`src/rtl/mac_ctrl_pkg.sv`:
```
`timescale 1ns/1ps
`default_nettype none
// +----------------------------------------------------------------------------+
// | mac_ctrl_pkg : shared types and constants for the mac sequencing control   |
// | Rev 1.0 - initial release                                                  |
// +----------------------------------------------------------------------------+
package mac_ctrl_pkg;

    localparam int c_DEF_LEN_W = 10;

    typedef enum logic [1:0] {
        IDLE  = 2'd0,
        RUN   = 2'd1,
        DRAIN = 2'd2,
        OUT   = 2'd3
    } state_e;

    // Counter must be able to hold N_ROWS-1 with headroom for the terminal compare.
    function automatic int drain_cnt_w(input int n_rows);
        return $clog2(n_rows + 1);
    endfunction

endpackage
`default_nettype wire

```
`src/rtl/mac_skew_line.sv`:
```
`timescale 1ns/1ps
`default_nettype none
// +----------------------------------------------------------------------------+
// | mac_skew_line : per-row delay line for the (vld, init) strobe pair          |
// | Rev 1.0 - initial release                                                  |
// +----------------------------------------------------------------------------+
module mac_skew_line #(
    parameter int N_ROWS = 4
) (
    input  logic              clk,
    input  logic              rstn,
    input  logic              i_vld,
    input  logic              i_init,
    output logic [N_ROWS-1:0] o_vld,
    output logic [N_ROWS-1:0] o_init
);

    // Row 0 is the live strobe; row r is row r-1 delayed by one register.
    assign o_vld[0]  = i_vld;
    assign o_init[0] = i_init;

    generate
        if (N_ROWS > 1) begin : g_stages
            logic [N_ROWS-2:0] r_vld;
            logic [N_ROWS-2:0] r_init;

            always_ff @(posedge clk or negedge rstn) begin
                if (!rstn) begin
                    r_vld  <= '0;
                    r_init <= '0;
                end else begin
                    r_vld  <= o_vld[N_ROWS-2:0];
                    r_init <= o_init[N_ROWS-2:0];
                end
            end

            assign o_vld[N_ROWS-1:1]  = r_vld;
            assign o_init[N_ROWS-1:1] = r_init;
        end
    endgenerate

endmodule
`default_nettype wire

```
`src/rtl/mac_seq_ctrl.sv`:
```
`timescale 1ns/1ps
`default_nettype none
// +----------------------------------------------------------------------------+
// | mac_seq_ctrl : job sequencer driving skewed strobes into a chain of macs   |
// | Rev 1.0 - initial release                                                  |
// +----------------------------------------------------------------------------+
module mac_seq_ctrl
    import mac_ctrl_pkg::*;
#(
    parameter int N_ROWS = 4,
    parameter int LEN_W  = c_DEF_LEN_W
) (
    input  logic              clk,
    input  logic              rstn,
    input  logic              start,
    input  logic [LEN_W-1:0]  len,
    output logic              busy,
    output logic              len_err,
    input  logic              in_vld,
    output logic              in_rdy,
    output logic [N_ROWS-1:0] mac_src_vld,
    output logic [N_ROWS-1:0] mac_init,
    output logic [N_ROWS-1:0] mac_clear,
    output logic              out_vld,
    input  logic              out_rdy,
    output logic              done
);

    localparam int                 c_DRN_W    = drain_cnt_w(N_ROWS);
    localparam logic [c_DRN_W-1:0] c_DRN_LAST = c_DRN_W'(N_ROWS - 1);

    state_e             r_state;
    logic [LEN_W-1:0]   r_len;
    logic [LEN_W-1:0]   r_cnt;
    logic [LEN_W-1:0]   w_cnt_inc;
    logic [c_DRN_W-1:0] r_drn;
    logic               w_accept;
    logic               w_init0;

    assign w_accept  = (r_state == RUN) && in_vld;
    assign w_init0   = w_accept && (r_cnt == '0);
    assign w_cnt_inc = r_cnt + LEN_W'(1);

    always_ff @(posedge clk or negedge rstn) begin
        if (!rstn) begin
            r_state <= IDLE;
            r_len   <= '0;
            r_cnt   <= '0;
            r_drn   <= '0;
        end else begin
            case (r_state)
                IDLE: begin
                    if (start && (len != '0)) begin
                        r_state <= RUN;
                        r_len   <= len;
                        r_cnt   <= '0;
                    end
                end
                RUN: begin
                    if (w_accept) begin
                        r_cnt <= w_cnt_inc;
                        if (w_cnt_inc == r_len) begin
                            r_state <= DRAIN;
                            r_drn   <= '0;
                        end
                    end
                end
                // N_ROWS cycles let the last row's final accumulate land.
                DRAIN: begin
                    if (r_drn == c_DRN_LAST) begin
                        r_state <= OUT;
                    end else begin
                        r_drn <= r_drn + c_DRN_W'(1);
                    end
                end
                OUT: begin
                    if (out_rdy) begin
                        r_state <= IDLE;
                    end
                end
                default: r_state <= IDLE;
            endcase
        end
    end

    mac_skew_line #(
        .N_ROWS (N_ROWS)
    ) u_skew (
        .clk    (clk),
        .rstn   (rstn),
        .i_vld  (w_accept),
        .i_init (w_init0),
        .o_vld  (mac_src_vld),
        .o_init (mac_init)
    );

    assign busy      = (r_state != IDLE);
    assign in_rdy    = (r_state == RUN);
    assign out_vld   = (r_state == OUT);
    assign done      = (r_state == OUT) && out_rdy;
    assign mac_clear = {N_ROWS{done}};
    assign len_err   = (r_state == IDLE) && start && (len == '0);

endmodule
`default_nettype wire

```
`config.mk`:
```
export PLATFORM = sky130hd
export DESIGN_NAME = mac_seq_ctrl
export DESIGN_NICKNAME = d
export VERILOG_FILES = /design/src/rtl/mac_ctrl_pkg.sv /design/src/rtl/mac_skew_line.sv /design/src/rtl/mac_seq_ctrl.sv
export SDC_FILE = /design/constraint.sdc
export NUM_CORES = 1
export LEC_CHECK = 0
export CAP_MARGIN = 10
export CORE_ASPECT_RATIO = 1.2
export CORE_MARGIN = 1.5
export CORE_UTILIZATION = 55
export DETAILED_ROUTE_END_ITERATION = 8
export GPL_ROUTABILITY_DRIVEN = 0
export PLACE_DENSITY = 0.82
export SKIP_LAST_GASP = 1
export SYNTH_ARGS = -nofsm -noshare
export SYNTH_HDL_FRONTEND = slang
export SYNTH_SLANG_ARGS = --single-unit
export TNS_END_PERCENT = 20
```
`constraint.sdc`:
```
create_clock -name clk -period 7.4 [get_ports clk]
set_input_delay 1.11 -clock clk [delete_from_list [all_inputs] [get_ports clk]]
set_output_delay 1.11 -clock clk [all_outputs]
set_load 0.005 [all_outputs]
```
==> metrics.md, run 1 <==
| Metric | Value |
|---|---|
| Overall global routing resource usage | between 20% and 30% |
| Avg Synthesized Cell Area | 9.49 um2 |
| First-pass GRT wire length | 7.20 mm |
| Setup TNS | 0 ns |
| Routed via count | between 1500 and 2000 |
| Final WL | 4.31 mm |
| CTS tree | done |
| Hold Crit Class | reg2reg |
| Die width | around 57 um |
| Post-route ant nets | 0 |
| Top FF cell, synth | dfrtp_1 |
| Yosys cell types | 46 |
| Share of synthesized registers carrying an async set or reset | 100% |
| Post-synthesis cell count | 205 |
| Clock Power Share | between 10% and 20% |
| Share of layout cells above drive strength 1 | between 10 and 15% |
| Number of enable flip-flop cells after synthesis | 0 |
| NumNets Final | 255 |
| Power Dens Cells | 344 nW/um2 |
| Final setup viols | 0 |
| P_int | a little under 500 uW |
| Initial antenna violation count | 0 |
| Maximum VDD drop | 0.275 mV |
| CTS Buf Count | 5 |
| Area Overhead vs Synth | 19.4% |
| Max_cap viols | 0 |
| Worst Setup Start Kind | input pin |
| Row cnt | 23 |
| CTS HTree Levels | 2 |
| Final core utilization | 69.0% |
| DRC Markers | 0 |
| Arr. time, crit path | 2.83 ns |
| Via density | between 5 and 6 |
| Gr ovfl total | 0 |
| Ant diodes | 0 |
| Design Power | 799 uW |
| Yosys warnings | 0 |
| CP Capture Type | primary output |
| Min Clock Period, post-route | ~3.9 ns |
| Ports | 32 |
| Critical path class | in2out |
| Status | finished, final reports clean |
| Iter 0 DRT Violations | 80 |
| Die area | about 4000 um2 |
| Max Freq | 254 MHz |
| Final Skew | 0.00221 ns |
| Fin. max-slew vios | 0 |
| Cts hold-fix bufs | 0 |
| Clock Path Buffers | 2 |
| Critical Path Fanout Max | 3 |
| WP data required | 6.29 ns |
| Largest net degree at the start of global routing | 32 |
| Initial Utilization | between 50% and 60% |
| Sequential share of power | 36.0% |
| Synth Cell Area | 1950 um2 |
| Comb power frac | a little under half |
| Leak pwr | about 0.00095 uW |
| Sw Ratio | 39.2% |
| Switching power | 314 uW |
| Core area | 3370 um2 |
| Post-DP HPWL | 3.18 mm |
| Setup ws final | 3.46 ns |
| Least-Margin Pin Slew | just over 1 ns |
| Sequential area share after synthesis | 39.9% |
| Die H | just under 70 um |
| Slew headroom | just over 30% |
| Tcrit/Tclk final | 53.3% |
| Detailed-route wire length per cell | 16.0 um |
| Clk slew on worst S/H paths | 0.07 ns |
| Drt first pass iters | 5 |
| FF-to-FF setup slack | 4.62 ns |
| PortBufs | 31 |
| Vias in the first global route | ~1600 |
| Worst-Skew Late Latency | between 0.2 and 0.3 ns |
| RSZ-0062 raised after global routing | no |
| CTS resizes | 0 |
| CTS root buf | clkbuf_8 |
| Flops & latches, synth | 31 |
| CTS Sinks | 31 |
| Mapped Nets | 229 |
| Post-CTS Setup Bufs | 0 |
| Worst slack at placement | 3.45 ns |
| Final Hold Fails | 0 |
==> flip-flops by register name, indices dropped and copies added (netlist names) <==
name                    flops
u_skew.g_stages.r_init      3
r_cnt                      10
u_skew.g_stages.r_vld       3
r_drn                       3
r_state                     2
r_len                      10
==> cell usage after synthesis, drive strengths merged (2+ instances only) <==
cell,count,area (um2)
o21ai,17,85.1
and3,2,12.5
and2,2,12.5
nor3,2,10.0
o31ai,6,45.0
nand3,8,52.6
mux2,11,124
nor2,17,63.8
or2,3,18.8
xor2,5,43.8
nor4,5,31.3
a31oi,2,12.5
xnor2,5,43.8
buf,12,75.1
a221o,3,30.0
clkbuf,2,7.51
a21oi,3,15.0
o41ai,3,26.3
o22ai,2,12.5
ha,9,113
inv,13,48.8
or3,2,12.5
a211oi,2,20.0
dfrtp,31,776
o311ai,3,26.3
nand2,11,41.3
nor3b,2,15.0
nand4,3,18.8
nor2b,7,43.8
==> cell type report <==
type | instances | area, um2
clock inverter | 3 | 20.0
sequential | 31 | 776
tap | 37 | 46.3
fill | 270 | 1040
multi-input combinational | 147 | 1040
timing repair buffer | 33 | 325
clock buffer | 5 | 68.8
inverter | 13 | 48.8
==> path summary, 6_finish.rpt <==
path	cells past startpoint	to	from
setup / recovery	5	len_err	len[1]
hold / removal	0	u_skew.g_stages.r_init[2]	u_skew.g_stages.r_init[1]
setup reg to reg	7	r_state[0]	r_cnt[0]
hold reg to reg	0	u_skew.g_stages.r_init[2]	u_skew.g_stages.r_init[1]
max in group asynchronous	2	r_len[8]	rstn
min in group asynchronous	2	u_skew.g_stages.r_vld[1]	rstn
==> worst max-delay path: stages <==
cell	delay [ns]
clkdlybuf4s50_1	0.42
nor4_1	0.51
nand3_1	0.14
nor2_1	0.14
clkdlybuf4s50_1	0.51
==> metal layers <==
| metal | part of all wire, % | GRT usage, % | routed length, um | up-vias |
|---|---|---|---|---|
| met5 | 0 | 0 | 0 | - |
| met4 | 1.4 | 9.59 | 59 | 0 |
| met3 | 3.9 | 5.86 | 168 | 6 |
| met2 | 53 | 41.7 | 2270 | 36 |
| met1 | 42 | 29.6 | 1810 | 776 |
| li1 | - | - | - | 792 |
==> power by group through the flow <==
stage	Sequential, uW	Combinational [uW]	Clock, uW
4_1_cts	287	383	133
3_3_place_gp	288	368	0
2_1_floorplan	267	278	0
5_1_grt	295	429	139
3_5_place_dp	291	379	0
6_report	288	380	131
==> per-stage QoR <==
step	area, um2	hold WS (ns)	cells
floorplan	1950	0.376	205
global placement	2230	0.355	261
detailed placement	2230	0.364	261
CTS	2320	0.380	269
global route	2320	0.395	269
finish	2320	0.377	269
==> cell usage in the layout (no fill, tap or decap), drive strengths merged, types with 6 or more instances in the layout <==
cell type      instances
mux2                  11
nor2b                  7
nand2                 11
ha                     9
nand3                  8
o21ai                 17
o31ai                  6
dfrtp                 31
nor2                  17
inv                   13
clkdlybuf4s50         31
==> logic make-up after synthesis <==
group           synth area share, %
mux                            6.88
buf+inv                        6.75
compound gates                 17.9
flops                          39.9
simple gates                   18.3
fa+ha+maj                      5.79
xor+xnor                       4.50
Note: power is estimated with default switching activity, not from simulation.
==> inputs of run 2 (changes only) <==
- CORE_UTILIZATION: 55 -> 53
- PLACE_DENSITY: 0.82 -> 0.79
- clock period: 7.4 -> 4 ns (I/O delays scaled with it)
==> run 2 against run 1 <==
Effect of this change:
- clock power grew 69%
- sequential power rose by 84%
- wire length grew 4.0%
- cell count fell by 0.74%
- global-route usage up 0.49 points
- clock skew increased by 0.0022 ns
- largest cell class unchanged
- critical path type is now reg2out
==> metrics.md, run 2 (same netlist as run 1, synthesis figures left out) <==
| Metric | Value |
|---|---|
| Status | finished, final reports clean |
| Area Overhead vs Synth | 18.6% |
| Final WL | around 4.5 mm |
| Reg2reg path depth | 7 |
| Min Clock Period, post-route | 3.04 ns |
| Critical path class | reg2out |
| Leak pwr | roughly 0.00095 uW |
| Critical Path Fanout Max | 7 |
| Cell Chain, Critical Path | inv_1 -> ha_1 -> and2_1 -> nand4b_1 -> nor4_1 -> clkdlybuf4s50_1 |
| Ports | 32 |
| CP max stage delay | 0.59 ns |
| Final setup viols | 0 |
| Gr ovfl total | 0 |
| Initial antenna violation count | 0 |
| Die width | 58.3 um |
| Clk slew on worst S/H paths | 0.06 ns |
| Worst-Skew Late Latency | about 0.28 ns |
| Worst Setup Start Kind | flop |
| CP Capture Type | primary output |
| Non-Filler Instances | 267 |
| Final Hold Fails | 0 |
| CTS HTree Levels | 2 |
| Fillers | 283 |
| First-pass GRT wire length | 7.73 mm |
| Max_cap viols | 0 |
| Die area | 4040 um2 |
| Power Dens Cells | 638 nW/um2 |
| Post-route ant nets | 0 |
| Post-CTS Setup Bufs | 0 |
| Core area | 3420 um2 |
| CTS Sinks | 31 |
| CTS resizes | 0 |
| PortBufs | 31 |
| Overall global routing resource usage | 24.8% |
| Slew headroom | between 20% and 30% |
| Setup TNS | 0 ns |
| Tcrit/Tclk final | 76.1% |
| Drt first pass iters | 4 |
| Worst flop-to-flop path endpoint | r_state[0] |
| Largest regs | r_cnt: 10 flops, r_len: 10 flops |
| Via density | 6.20 |
| CTS root buf | clkbuf_8 |
| Hold Path Stages | 0 |
| Final Skew | 0.00445 ns |
| DRC Markers | 0 |
| Max Freq | 329 MHz |
| FF-to-FF setup slack | 1.17 ns |
| Row cnt | 23 |
| Worst Hold End | u_skew.g_stages.r_init[1] |
| Iter 0 DRT Violations | 95 |
| Ant diodes | 0 |
| CTS Buf Count | 5 |
| Reg-to-Reg Start | r_cnt[0] |
| Detailed-route wire length per cell | about 17 um |
| RSZ-0062 raised after global routing | no |
| Fin. max-slew vios | 0 |
| Least-Margin Pin Slew | 1.14 ns |
| NumNets Final | roughly 260 |
| Placed insts | 261 |
| Die H | between 60 and 70 um |
| Initial Utilization | 56.8% |
| Vias in the first global route | 1660 |
| CTS tree | done |
| Routed via count | 1655 |
| Cts hold-fix bufs | 0 |
| Design Power | between 1000 and 1500 uW |
| Commonest non-fill, non-tap cells in the layout | clkdlybuf4s50_1, dfrtp_1, nor2_1 |
| Hold_sp | u_skew.g_stages.r_init[0] |
| Maximum VDD drop | 0.329 mV |
| Share of layout cells above drive strength 1 | 10.0% |
| Hold Crit Class | reg2reg |
| Largest net degree at the start of global routing | 32 |
| WP data required | 3.40 ns |
| Post-DP HPWL | between 3 and 4 mm |
| Critical path's slowest cell | clkdlybuf4s50_1 |
| Arr. time, crit path | 2.44 ns |
| Clock Path Buffers | 2 |
-- run 2: worst max-delay path, delay by kind of cell, from the launching register on --
family,cells,cell delay [ns]
adder cells (fa/ha/maj),1,0.29
buffers and inverters,2,0.71
AND/OR/NAND/NOR,3,0.75
flip-flops,1,0.42
-- run 2: worst max path at each step --
stage	from	to	slack, ns	depth (start not counted)
finish	r_state[1]	mac_init[0]	0.96	6
global route	r_state[1]	mac_init[0]	0.84	6
CTS	r_state[1]	mac_init[0]	0.96	6
detailed placement	in_vld	mac_init[0]	1.04	5
global placement	in_vld	mac_init[0]	1.06	5
floorplan	r_cnt[1]	r_state[0]	1.66	8
-- run 2: metal layers --
layer / up-vias / GRT usage, % / share of wire (%)
met4: 0 / 11.4 / 1.4
li1: 794 / - / -
met3: 6 / 5.60 / 4.1
met5: - / 0 / 0
met2: 36 / 41.6 / 55
met1: 819 / 29.3 / 40
-- run 2: final cells by class --
type	instances	area [um2]	share of cell area, %
tap	37	46.3	2.01
sequential	31	776	33.6
inverter	13	48.8	2.11
multi-input combinational	147	1040	45.0
timing repair buffer	33	325	14.1
clock buffer	6	72.6	3.15
-- run 2: stage by stage --
stage          util [%]  instance area, um2  setup slack (ns)  hold WS [ns]
6_report           67.4                2310             0.957         0.371
4_1_cts            67.4                2310             0.964         0.376
5_1_grt            67.4                2310             0.836         0.393
3_5_place_dp       65.3                2230              1.04         0.364
3_3_place_gp       65.3                2230              1.06         0.354
2_1_floorplan         -                1950              1.66         0.304
-- run 2: where the power goes --
group / internal, uW / total [uW] / switching [uW]
clock: 116 / 221 / 106
sequential: 419 / 530 / 110
combinational: 361 / 722 / 361
